File: config.mk
export PLATFORM = sky130hd
export DESIGN_NAME = tdm_demux_12
export DESIGN_NICKNAME = d
export VERILOG_FILES = /design/src/rtl/tdm_demux_12.sv
export SDC_FILE = /design/constraint.sdc
export NUM_CORES = 1
export LEC_CHECK = 0
export BUFFER_PORTS_ARGS = -buffer_cell sky130_fd_sc_hd__clkbuf_2
export CAP_MARGIN = 10
export CORE_MARGIN = 2
export CORE_UTILIZATION = 55
export CTS_CLUSTER_SIZE = 10
export DETAILED_ROUTE_END_ITERATION = 12
export HOLD_SLACK_MARGIN = 0.05
export PLACE_DENSITY = 0.87
export SLEW_MARGIN = 20
export SYNTH_ARGS = -nofsm -noshare
export SYNTH_HDL_FRONTEND = slang
export SYNTH_SLANG_ARGS = --single-unit
File: constraint.sdc
create_clock -name clk -period 2.2 [get_ports clk]
set_input_delay 0.55 -clock clk [delete_from_list [all_inputs] [get_ports clk]]
set_output_delay 0.55 -clock clk [all_outputs]
set_load 0.01 [all_outputs]
File: src/rtl/tdm_demux_12.sv
// Receive-side de-interleaver for a two-channel TDM serial link.
// Rebuilds channel A/B words MSB first and pulses valid once per completed frame.
module tdm_demux_12 #(
  parameter int unsigned WIDTH = 8
) (
  input  logic             clk,
  input  logic             reset,
  input  logic             din,
  input  logic             sync,
  output logic [WIDTH-1:0] a_out,
  output logic [WIDTH-1:0] b_out,
  output logic             valid,
  output logic             sel,
  output logic             frame_err
);

  localparam int unsigned CW = $clog2(2 * WIDTH);
  localparam logic [CW-1:0] LAST = CW'(2 * WIDTH - 1);

  typedef enum logic {
    IDLE,
    RUN
  } state_t;

  state_t           state, stateNext;
  logic [CW-1:0]    cnt, cntNext;
  logic [WIDTH-1:0] shA, shB, shANext, shBNext;
  logic [WIDTH-1:0] aNext, bNext;
  logic             validNext, errNext;

  always_comb begin
    stateNext = state;
    cntNext   = cnt;
    shANext   = shA;
    shBNext   = shB;
    aNext     = a_out;
    bNext     = b_out;
    validNext = 1'b0;
    errNext   = frame_err;
    case (state)
      IDLE: begin
        if (sync) begin
          stateNext = RUN;
          cntNext   = CW'(1);
          shANext   = {shA[WIDTH-2:0], din};
        end
      end
      RUN: begin
        if (sync) begin
          // Early sync restarts the frame in place; stale bits shift out over the new frame.
          errNext = 1'b1;
          cntNext = CW'(1);
          shANext = {shA[WIDTH-2:0], din};
        end else begin
          if (!cnt[0]) shANext = {shA[WIDTH-2:0], din};
          else         shBNext = {shB[WIDTH-2:0], din};
          if (cnt == LAST) begin
            stateNext = IDLE;
            cntNext   = '0;
            aNext     = shA;
            bNext     = shBNext;
            validNext = 1'b1;
          end else begin
            cntNext = cnt + CW'(1);
          end
        end
      end
      default: stateNext = IDLE;
    endcase
  end

  always_ff @(posedge clk or posedge reset) begin
    if (reset) begin
      state     <= IDLE;
      cnt       <= '0;
      shA       <= '0;
      shB       <= '0;
      a_out     <= '0;
      b_out     <= '0;
      valid     <= 1'b0;
      frame_err <= 1'b0;
    end else begin
      state     <= stateNext;
      cnt       <= cntNext;
      shA       <= shANext;
      shB       <= shBNext;
      a_out     <= aNext;
      b_out     <= bNext;
      valid     <= validNext;
      frame_err <= errNext;
    end
  end

  always_comb begin
    sel = 1'b0;
    if (state == RUN) sel = cnt[0];
  end

endmodule

==> impl_results.md, run 1 <==
* Status: finished, final reports clean
* Syn Area/Cell at 15.29 µm²
* Max_cap viols at 0
* Clk_lat worst skew at 0.34 ns
* Die extent in x at 59.30 µm
* Final Non-Filler Cells at 172
* Sw frac at 0.2576
* Ys flop type: dfrtp_1
* Setup TNS at 0 ns
* Crit Path Category: flip-flop to primary output
* Global placement routability congestion at 0.8821
* Area post-placement at 0.001810 mm²
* Register area share after synthesis at 0.5804
* Peak supply drop at 0.0004103 V
* Number of setup buffers added after CTS at 0
* DRT iter0 DRCs at 35
* NetSw at 410.1 µW
* Placed Cells at 164
* CTS sink cnt at 39
* Crit path capture type: primary output
* Worst-case clock skew at 0.006063 ns
* Final period util at 0.8203
* Pwr dens at 847.2 mW/mm²
* DRT Pass-1 Iters at 4
* Fin. Hold Viols at 0
* Critical Path Source Type: flip-flop
* Die height at 59.30 µm
* Leakage at 0.9335 nW
* Yosys warnings at 0
* Clock tree buffer depth at 2
* Drt drc at 0
* Via count at 926
* Synth Register Bits at 39
* Synthesized area at 0.001682 mm²
* Port-buffer cells at 22
* Layout Nets at 143
* Vias in the first global route at 934
* Routed wire per std cell at 15.38 µm
* R2R Setup Slk at 0.61 ns
* Total GRT Usage at 0.1712
* FFs w/ async S/R, synth at 1.000
* Number of diodes at 0
* Post-synth net total at 115
* Worst Hold Class: primary input to async pin
* Post-DRT Antenna Nets at 0
* Initial Utilization at 0.5647
* Post-CTS sizing at 0
* CTS tree: yes
* Routed wire length at 2.645 mm
* Reg clk slew, reported paths at 0.11 ns
* Slew headroom at 0.6878
* Worst hold slack at 0.2957 ns
* Dpl hpwl at 1.839 mm
* Core area at 0.002978 mm²
* Worst-path maximum fanout at 8
* Post-route design area at 0.001879 mm²
* Int Pwr at 1.182 mW
* First-pass GRT wire length at 4.284 mm
* Max Freq at 0.5541 GHz
* Final critical-path required period at 1.805 ns
* Largest net degree at the start of global routing at 40
* Logic pwr share at 0.164
* FILL cells at 235
* Reg2reg start: cnt[1]
* Drt via density at 5.384
* RSZ-0062 raised after global routing: no
* I/O pin count at 23
* Critical Path AT at 1.25 ns
* R2R Path End: b_out[4]
* Number of synthesized flops with an enable pin at 0
* Worst-Margin Slew at 0.4683 ns
* Register share of total power at 0.579
* FP Rows at 20
* Initial antenna violation count at 0
* Die area at 0.003516 mm²
* Clock power share at 0.258
* Yosys cell types at 23
* CTS Root Cell: clkbuf_4
* Area delta synth->final at 11.76%
* H-tree Lvls at 2
* Grt ovf at 0
* Syn Inst Count at 110
* Final setup vio count at 0
* TritonCTS Buffers at 5
* Ratio of cells with drive above 1 in the final layout at 0.5683
* Reg2reg path depth at 5
* Slew Limit Fails at 0
* Req. time, crit path at 1.65 ns
* Cts hold-fix bufs at 0
[kinds of logic (layout without fill, tap and decap cells)]
logic type | Yosys count | after routing | synth area share
muxes | 41 | 41 | 0.2939
adders and majority gates | 1 | 1 | 0.007439
AOI/OAI and AO/OA | 7 | 7 | 0.02530
DFF | 39 | 39 | 0.5804
buffers and inverters | 8 | 37 | 0.03795
and+or+nand+nor | 13 | 13 | 0.04986
xor gates and xnor gates | 1 | 1 | 0.005209
[registers in the layout, summed over array words and instances, names as in the netlist]
name / cells
a_out: 8
b_out: 8
shA: 8
shB: 8
cnt: 4
frame_err: 1
state: 1
valid: 1
[cells in the final DEF (no fill, tap or decap)]
cell,n
nor3_4,1
nand3_1,1
and2_2,1
clkbuf_1,1
nor2_1,2
mux2_2,31
a21oi_2,1
clkbuf_4,5
ha_1,1
nand2_2,1
or3_1,1
a21oi_1,3
a21o_2,1
nand2_4,1
buf_4,4
inv_1,3
o21ai_0,2
clkbuf_2,22
mux2i_1,1
nand2b_1,2
nand2_1,3
xor2_1,1
clkbuf_8,2
dfrtp_1,39
mux2_4,9
[through the flow]
stage          power [mW]  setup WS (ns)    util
2_1_floorplan       1.126         0.5580       -
3_3_place_gp        1.175         0.5931  0.6080
3_5_place_dp        1.200         0.5622  0.6080
4_1_cts             1.612         0.3763  0.6311
5_1_grt             1.679         0.3308  0.6311
6_report            1.592         0.3953  0.6311
[worst max-delay path by stage]
| stage | start | end | slack (ns) | cells past startpoint |
|---|---|---|---|---|
| 6_report | state | sel | 0.40 | 2 |
| 5_1_grt | state | sel | 0.33 | 2 |
| 4_1_cts | state | sel | 0.38 | 2 |
| 3_5_place_dp | sync | shA[5] | 0.56 | 3 |
| 3_3_place_gp | sync | b_out[3] | 0.59 | 4 |
| 2_1_floorplan | cnt[0] | a_out[6] | 0.56 | 5 |
[critical path: stages, from the launching register on]
cell	delay (ns)
dfrtp_1	0.57
and2_2	0.22
clkbuf_2	0.13
[metal layers]
layer | global-route usage | routed length (µm) | vias up
li1 | - | - | 434
met1 | 0.2148 | 1183 | 473
met2 | 0.2669 | 1338 | 17
met3 | 0.06550 | 110 | 2
met4 | 0.06818 | 12 | 0
met5 | 0 | 0 | -
[layout make-up]
cell class,count,area [µm²],area share
multi-input cells,63,641.9,0.3415
flip-flops and latches,39,975.9,0.5193
repair buffers,26,140.1,0.07457
well taps,33,41.29,0.02197
inverters,3,11.26,0.005992
clock buffers,8,68.82,0.03662
[power by group through the flow]
stage	registers (mW)	clock network [mW]	logic (mW)
after global placement	0.927	0	0.248
after CTS	0.922	0.425	0.266
after detailed placement	0.936	0	0.264
after floorplan	0.912	0	0.214
after global routing	0.940	0.451	0.287
final	0.921	0.410	0.261
[synthesized netlist by cell type (2+ instances only)]
| cell | instances | area share |
|---|---|---|
| mux2_4 | 9 | 0.080 |
| nand2b_1 | 2 | 0.0074 |
| o21ai_0 | 2 | 0.0060 |
| inv_1 | 3 | 0.0067 |
| nor2_1 | 2 | 0.0045 |
| buf_6 | 2 | 0.013 |
| a21oi_1 | 3 | 0.0089 |
| mux2_2 | 31 | 0.21 |
| nand2_1 | 3 | 0.0067 |
| dfrtp_1 | 39 | 0.58 |
| buf_2 | 2 | 0.0060 |
(Power assumes the default switching activity.)
==> run 2, diff against run 1 <==
--- a/config.mk
+++ b/config.mk
@@ -8,11 +8,11 @@
 export BUFFER_PORTS_ARGS = -buffer_cell sky130_fd_sc_hd__clkbuf_2
 export CAP_MARGIN = 10
 export CORE_MARGIN = 2
-export CORE_UTILIZATION = 55
+export CORE_UTILIZATION = 50
 export CTS_CLUSTER_SIZE = 10
 export DETAILED_ROUTE_END_ITERATION = 12
 export HOLD_SLACK_MARGIN = 0.05
-export PLACE_DENSITY = 0.87
+export PLACE_DENSITY = 0.84
 export SLEW_MARGIN = 20
 export SYNTH_ARGS = -nofsm -noshare
 export SYNTH_HDL_FRONTEND = slang
==> constraint.sdc (replaced) <==
create_clock -name clk -period 1.5 [get_ports clk]
set_input_delay 0.375 -clock clk [delete_from_list [all_inputs] [get_ports clk]]
set_output_delay 0.375 -clock clk [all_outputs]
set_load 0.01 [all_outputs]
==> run 2 against run 1 <==
  * The run now ends with negative setup slack left
  * Largest power group unchanged
  * Clock power up 44%
  * Sequential power up 48%
  * Largest cell class unchanged
  * Hold slack worse by 0.18 ns
  * Flip-flop and latch count unchanged
  * Die area up 9.3%
  * First-iteration DRC count up 49%
  * Combinational power up 62%
==> impl_results.md, run 2 (synthesis results as in run 1) <==
* CTS tree: yes
* DRT iter0 DRCs at 52
* Met3 WL at 120 µm
* Worst-Margin Slew at 0.4743 ns
* Leakage at 0.9750 nW
* Number of diodes at 0
* Slew headroom at 0.6838
* R2R Setup Slk at 0 ns
* Crit Path Category: flip-flop to primary output
* Final total power at 2.371 mW
* Req. time, crit path at 1.12 ns
* Port-buffer cells at 22
* FP Rows at 21
* R2R Path End: b_out[0]
* Max layer used: met4
* Reg clk slew, reported paths at 0.11 ns
* CP max-delay cell: dfrtp_1
* CTS Root Cell: clkbuf_4
* Total GRT Usage at 0.1711
* Max stage delay on crit path at 0.42 ns
* Pwr dens at 1203 mW/mm²
* Max Freq at 0.6637 GHz
* Initial Utilization at 0.5120
* Fin util at 0.6000
* Die extent in x at 62.00 µm
* Largest net degree at the start of global routing at 40
* DRT Pass-1 Iters at 4
* Commonest non-fill, non-tap cell in the layout: dfrtp_1
* Worst-path maximum fanout at 3
* Reg2reg path depth at 5
* RSZ-0062 raised after global routing: yes
* Worst-case clock skew at 0.01064 ns
* Vias in the first global route at 969
* Area delta synth->final at 17.19%
* CTS sink cnt at 39
* Worst path top cell family by delay: flip-flops
* Final setup vio count at 1
* Ratio of cells with drive above 1 in the final layout at 0.6054
* Core area at 0.003284 mm²
* First-pass GRT wire length at 4.533 mm
* Peak supply drop at 0.0006416 V
* Commonest non-fill, non-tap cells in the layout: dfrtp_1 (38), mux2_2 (31), clkbuf_2 (21)
* Via count at 963
* Die height at 62.00 µm
* TritonCTS Buffers at 5
* H-tree Lvls at 2
* Final critical-path required period at 1.507 ns
* Worst Hold Class: primary input to async pin
* Metal-1 WL at 1.169 mm
* Critical Path AT at 1.13 ns
* Clock tree buffer depth at 2
* Slew Limit Fails at 0
* Critical Path Source Type: flip-flop
* Routed wire per std cell at 14.46 µm
* Post-DRT Antenna Nets at 0
* Status: finished with violations
* Fin. Hold Viols at 0
* Met2 wire len at 1.452 mm
* Drt drc at 0
* Dpl hpwl at 1.993 mm
* Grt ovf at 0
* Max_cap viols at 0
* Drt via density at 4.990
* I/O pin count at 23
* CP dominant cell by count: buf_6
* Clk_lat worst skew at 0.34 ns
* Failing checks: negative setup slack
* Die area at 0.003843 mm²
* Crit path capture type: primary output
* Final period util at 1.004
* Layout Nets at 151
* Global placement routability congestion at 0.8212
* Setup WS post-layout at -0.006659 ns
* Dpl ws at -0.005026 ns
* Reg2reg start: cnt[1]
* Routed wire length at 2.791 mm
* Critical-path cell list: buf_6 -> and2_4 -> buf_6
* Initial antenna violation count at 0
* Crit path buf inv count at 2
* Cts hold-fix bufs at 0
## run 2: how the worst max path moves through the flow
stage	startpoint	endpoint	cells after the start
CTS	cnt[1]	a_out[5]	5
global placement	cnt[0]	shB[2]	4
floorplan	cnt[0]	a_out[6]	5
global route	cnt[1]	a_out[5]	5
detailed placement	cnt[0]	shB[5]	4
finish	cnt[0]	sel	3
## run 2: cell type report
class	instances	area, µm²
fill	248	1314
sequential	39	977.2
timing repair buffer	34	210.2
tap	46	57.56
inverter	3	11.26
multi-input combinational	63	645.6
clock buffer	8	68.82
## run 2: through the flow
step                       TNS (ns)  std cells  instance area (µm²)  hold slack (ns)
after detailed placement  -0.007988        181                 1859           0.4498
after global routing         -1.268        193                 1971           0.1434
after CTS                   -0.1193        191                 1949           0.1286
final                     -0.006659        193                 1971           0.1147
after global placement            0        181                 1859           0.4436
after floorplan             -0.7042        110                 1684           0.4737
## run 2: report_power, final
| part | internal [mW] | leakage [nW] | switching (mW) |
|---|---|---|---|
| registers | 1.22 | 0.494 | 0.136 |
| clock network | 0.276 | 0.0386 | 0.314 |
| logic | 0.262 | 0.442 | 0.162 |
## run 2: worst reg2reg max path: stages, from the launching register on
cell and delay, ns:
dfrtp_1 0.40, ha_2 0.23, nand2_2 0.07, nor3_4 0.13
buf_4 0.23, mux2_4 0.32
## run 2: per-layer routing
metal / track usage / vias up
met4: 0.07295 / 0
met3: 0.06211 / 6
li1: - / 456
met5: 0 / -
met1: 0.2134 / 477
met2: 0.2693 / 24
## run 2: timing repair
item	4_1_cts	5_1_grt
buffers inserted	2	2
resized for setup	3	2
cloned	0	0
setup endpoints to repair	20	25
==> run 3, diff against run 2 <==
==> constraint.sdc (replaced) <==
create_clock -name clk -period 1.35 [get_ports clk]
set_input_delay 0.3375 -clock clk [delete_from_list [all_inputs] [get_ports clk]]
set_output_delay 0.3375 -clock clk [all_outputs]
set_load 0.01 [all_outputs]
==> run 3 against run 2 <==
  * Wire length rose by 2.8%
  * The flow still finishes with violations (negative setup slack)
  * Critical path depth grew 1
  * Total power increased by 12%
==> impl_results.md, run 3 (synthesis results as in run 1) <==
* Status: finished with violations
* Failing checks: negative setup slack
* Hold path cells at 2
* Dpl hpwl at 1.947 mm
* Crit path capture type: primary output
* Total GRT Usage at 0.1681
* Fin util at 0.6377
* Global placement routability congestion at 0.8203
* DRT Pass-1 Iters at 4
* DRT iter0 DRCs at 24
* Critical Path Source Type: flip-flop
* Sw frac at 0.2542
* CTS Root Cell: clkbuf_4
* Initial antenna violation count at 0
* NetSw at 676.8 µW
* CTS sink cnt at 39
* Register share of total power at 0.564
* Die extent in x at 62.00 µm
* Final setup vio count at 33
* Clock tree buffer depth at 2
* Worst-case clock skew at 0.004373 ns
* TritonCTS Buffers at 5
* Commonest non-fill, non-tap cell in the layout: dfrtp_1
* I/O pin count at 23
* Peak supply drop at 0.0006901 V
* Drt drc at 0
* Fin. Hold Viols at 0
* Post-DRT Antenna Nets at 0
* Port-buffer cells at 22
* First-pass GRT wire length at 4.657 mm
* Logic pwr share at 0.187
* Routed wire length at 2.869 mm
* CTS tree: yes
* Pwr dens at 1271 mW/mm²
* Area delta synth->final at 24.55%
* Slew headroom at 0.8370
* Commonest non-fill, non-tap cells in the layout: dfrtp_1 (39), mux2_2 (24), clkbuf_2 (21)
* Int Pwr at 1.986 mW
* Area post-placement at 0.001937 mm²
* Worst-Margin Slew at 0.2437 ns
* RSZ-0062 raised after global routing: yes
* Reg clk slew, reported paths at 0.11 ns
* Final period util at 1.161
* Grt ovf at 0
* Worst-path maximum fanout at 2
* Critical Path AT at 1.23 ns
* H-tree Lvls at 2
* Final critical-path required period at 1.567 ns
* Clock power share at 0.249
* Ratio of cells with drive above 1 in the final layout at 0.6078
* Max_cap viols at 0
* Final Non-Filler Cells at 199
* Via count at 988
* Crit Path Category: flip-flop to primary output
* Worst Hold Class: primary input to flip-flop
* Placed Cells at 188
* Leakage at 1.028 nW
* Die area at 0.003843 mm²
* Routed wire per std cell at 14.42 µm
* Vias in the first global route at 1,037
* FP Rows at 21
* Reg2reg path depth at 5
* Final total power at 2.663 mW
* Post-route design area at 0.002095 mm²
* Req. time, crit path at 1.01 ns
* Core area at 0.003284 mm²
* Drt via density at 4.965
* Slew Limit Fails at 0
* Clk_lat worst skew at 0.34 ns
* Largest net degree at the start of global routing at 40
* Die height at 62.00 µm
* Initial Utilization at 0.5120
* Max Freq at 0.6381 GHz
* Number of diodes at 0
* Layout Nets at 157
* Setup WS post-layout at -0.2171 ns
run 3: path summary, 6_finish.rpt:
kind	startpoint	endpoint	slack [ns]
min reg2reg	frame_err	frame_err	0.47
min in group asynchronous	reset	a_out[5]	0.56
max reg2reg	cnt[0]	b_out[4]	-0.14
min	din	shB[0]	0.27
max in group asynchronous	reset	b_out[4]	0.60
max	cnt[0]	sel	-0.22
run 3: routing by layer:
metal,vias up,routed length [µm],GRT usage
met5,-,0,0
met4,0,36,0.07599
met3,4,94,0.04762
met2,22,1442,0.2619
met1,498,1295,0.2192
li1,464,-,-
run 3: worst max-delay path, stage by stage (launching register included):
cell and delay [ns]:
dfrtp_1 0.42, buf_6 0.13, and2_4 0.13, buf_6 0.11, buf_6 0.11
run 3: final cells by class:
cell class,instances,area (µm²)
Multi-Input combinational cell,63,671.9
Tap cell,46,57.56
Fill cell,239,1190
Clock buffer,8,68.82
Inverter,3,11.26
Timing Repair Buffer,40,309.0
Sequential cell,39,975.9
run 3: power by group through the flow:
stage / combinational (mW) / clock [mW] / sequential (mW)
floorplan: 0.354 / 0 / 1.49
global placement: 0.457 / 0 / 1.50
detailed placement: 0.478 / 0 / 1.52
CTS: 0.505 / 0.689 / 1.50
global route: 0.542 / 0.721 / 1.53
finish: 0.498 / 0.664 / 1.50
run 3: timing repair:
action | 4_1_cts | 5_1_grt
gates resized for setup | 18 | 0
endpoints found under the setup margin | 33 | 33
hold buffers | 1 | 0
hold endpoints to repair | 39 | 0
cloned | 1 | 0
setup buffers | 1 | 0
run 3: metrics by stage:
stage,hold WS [ns],TNS [ns],setup WS [ns]
after global routing,0.2670,-4.431,-0.2570
final,0.2699,-2.808,-0.2171
after CTS,0.2580,-2.117,-0.2202
after detailed placement,0.3851,-1.465,-0.07271
after global placement,0.3800,-0.6397,-0.03491
after floorplan,0.4737,-2.902,-0.2282
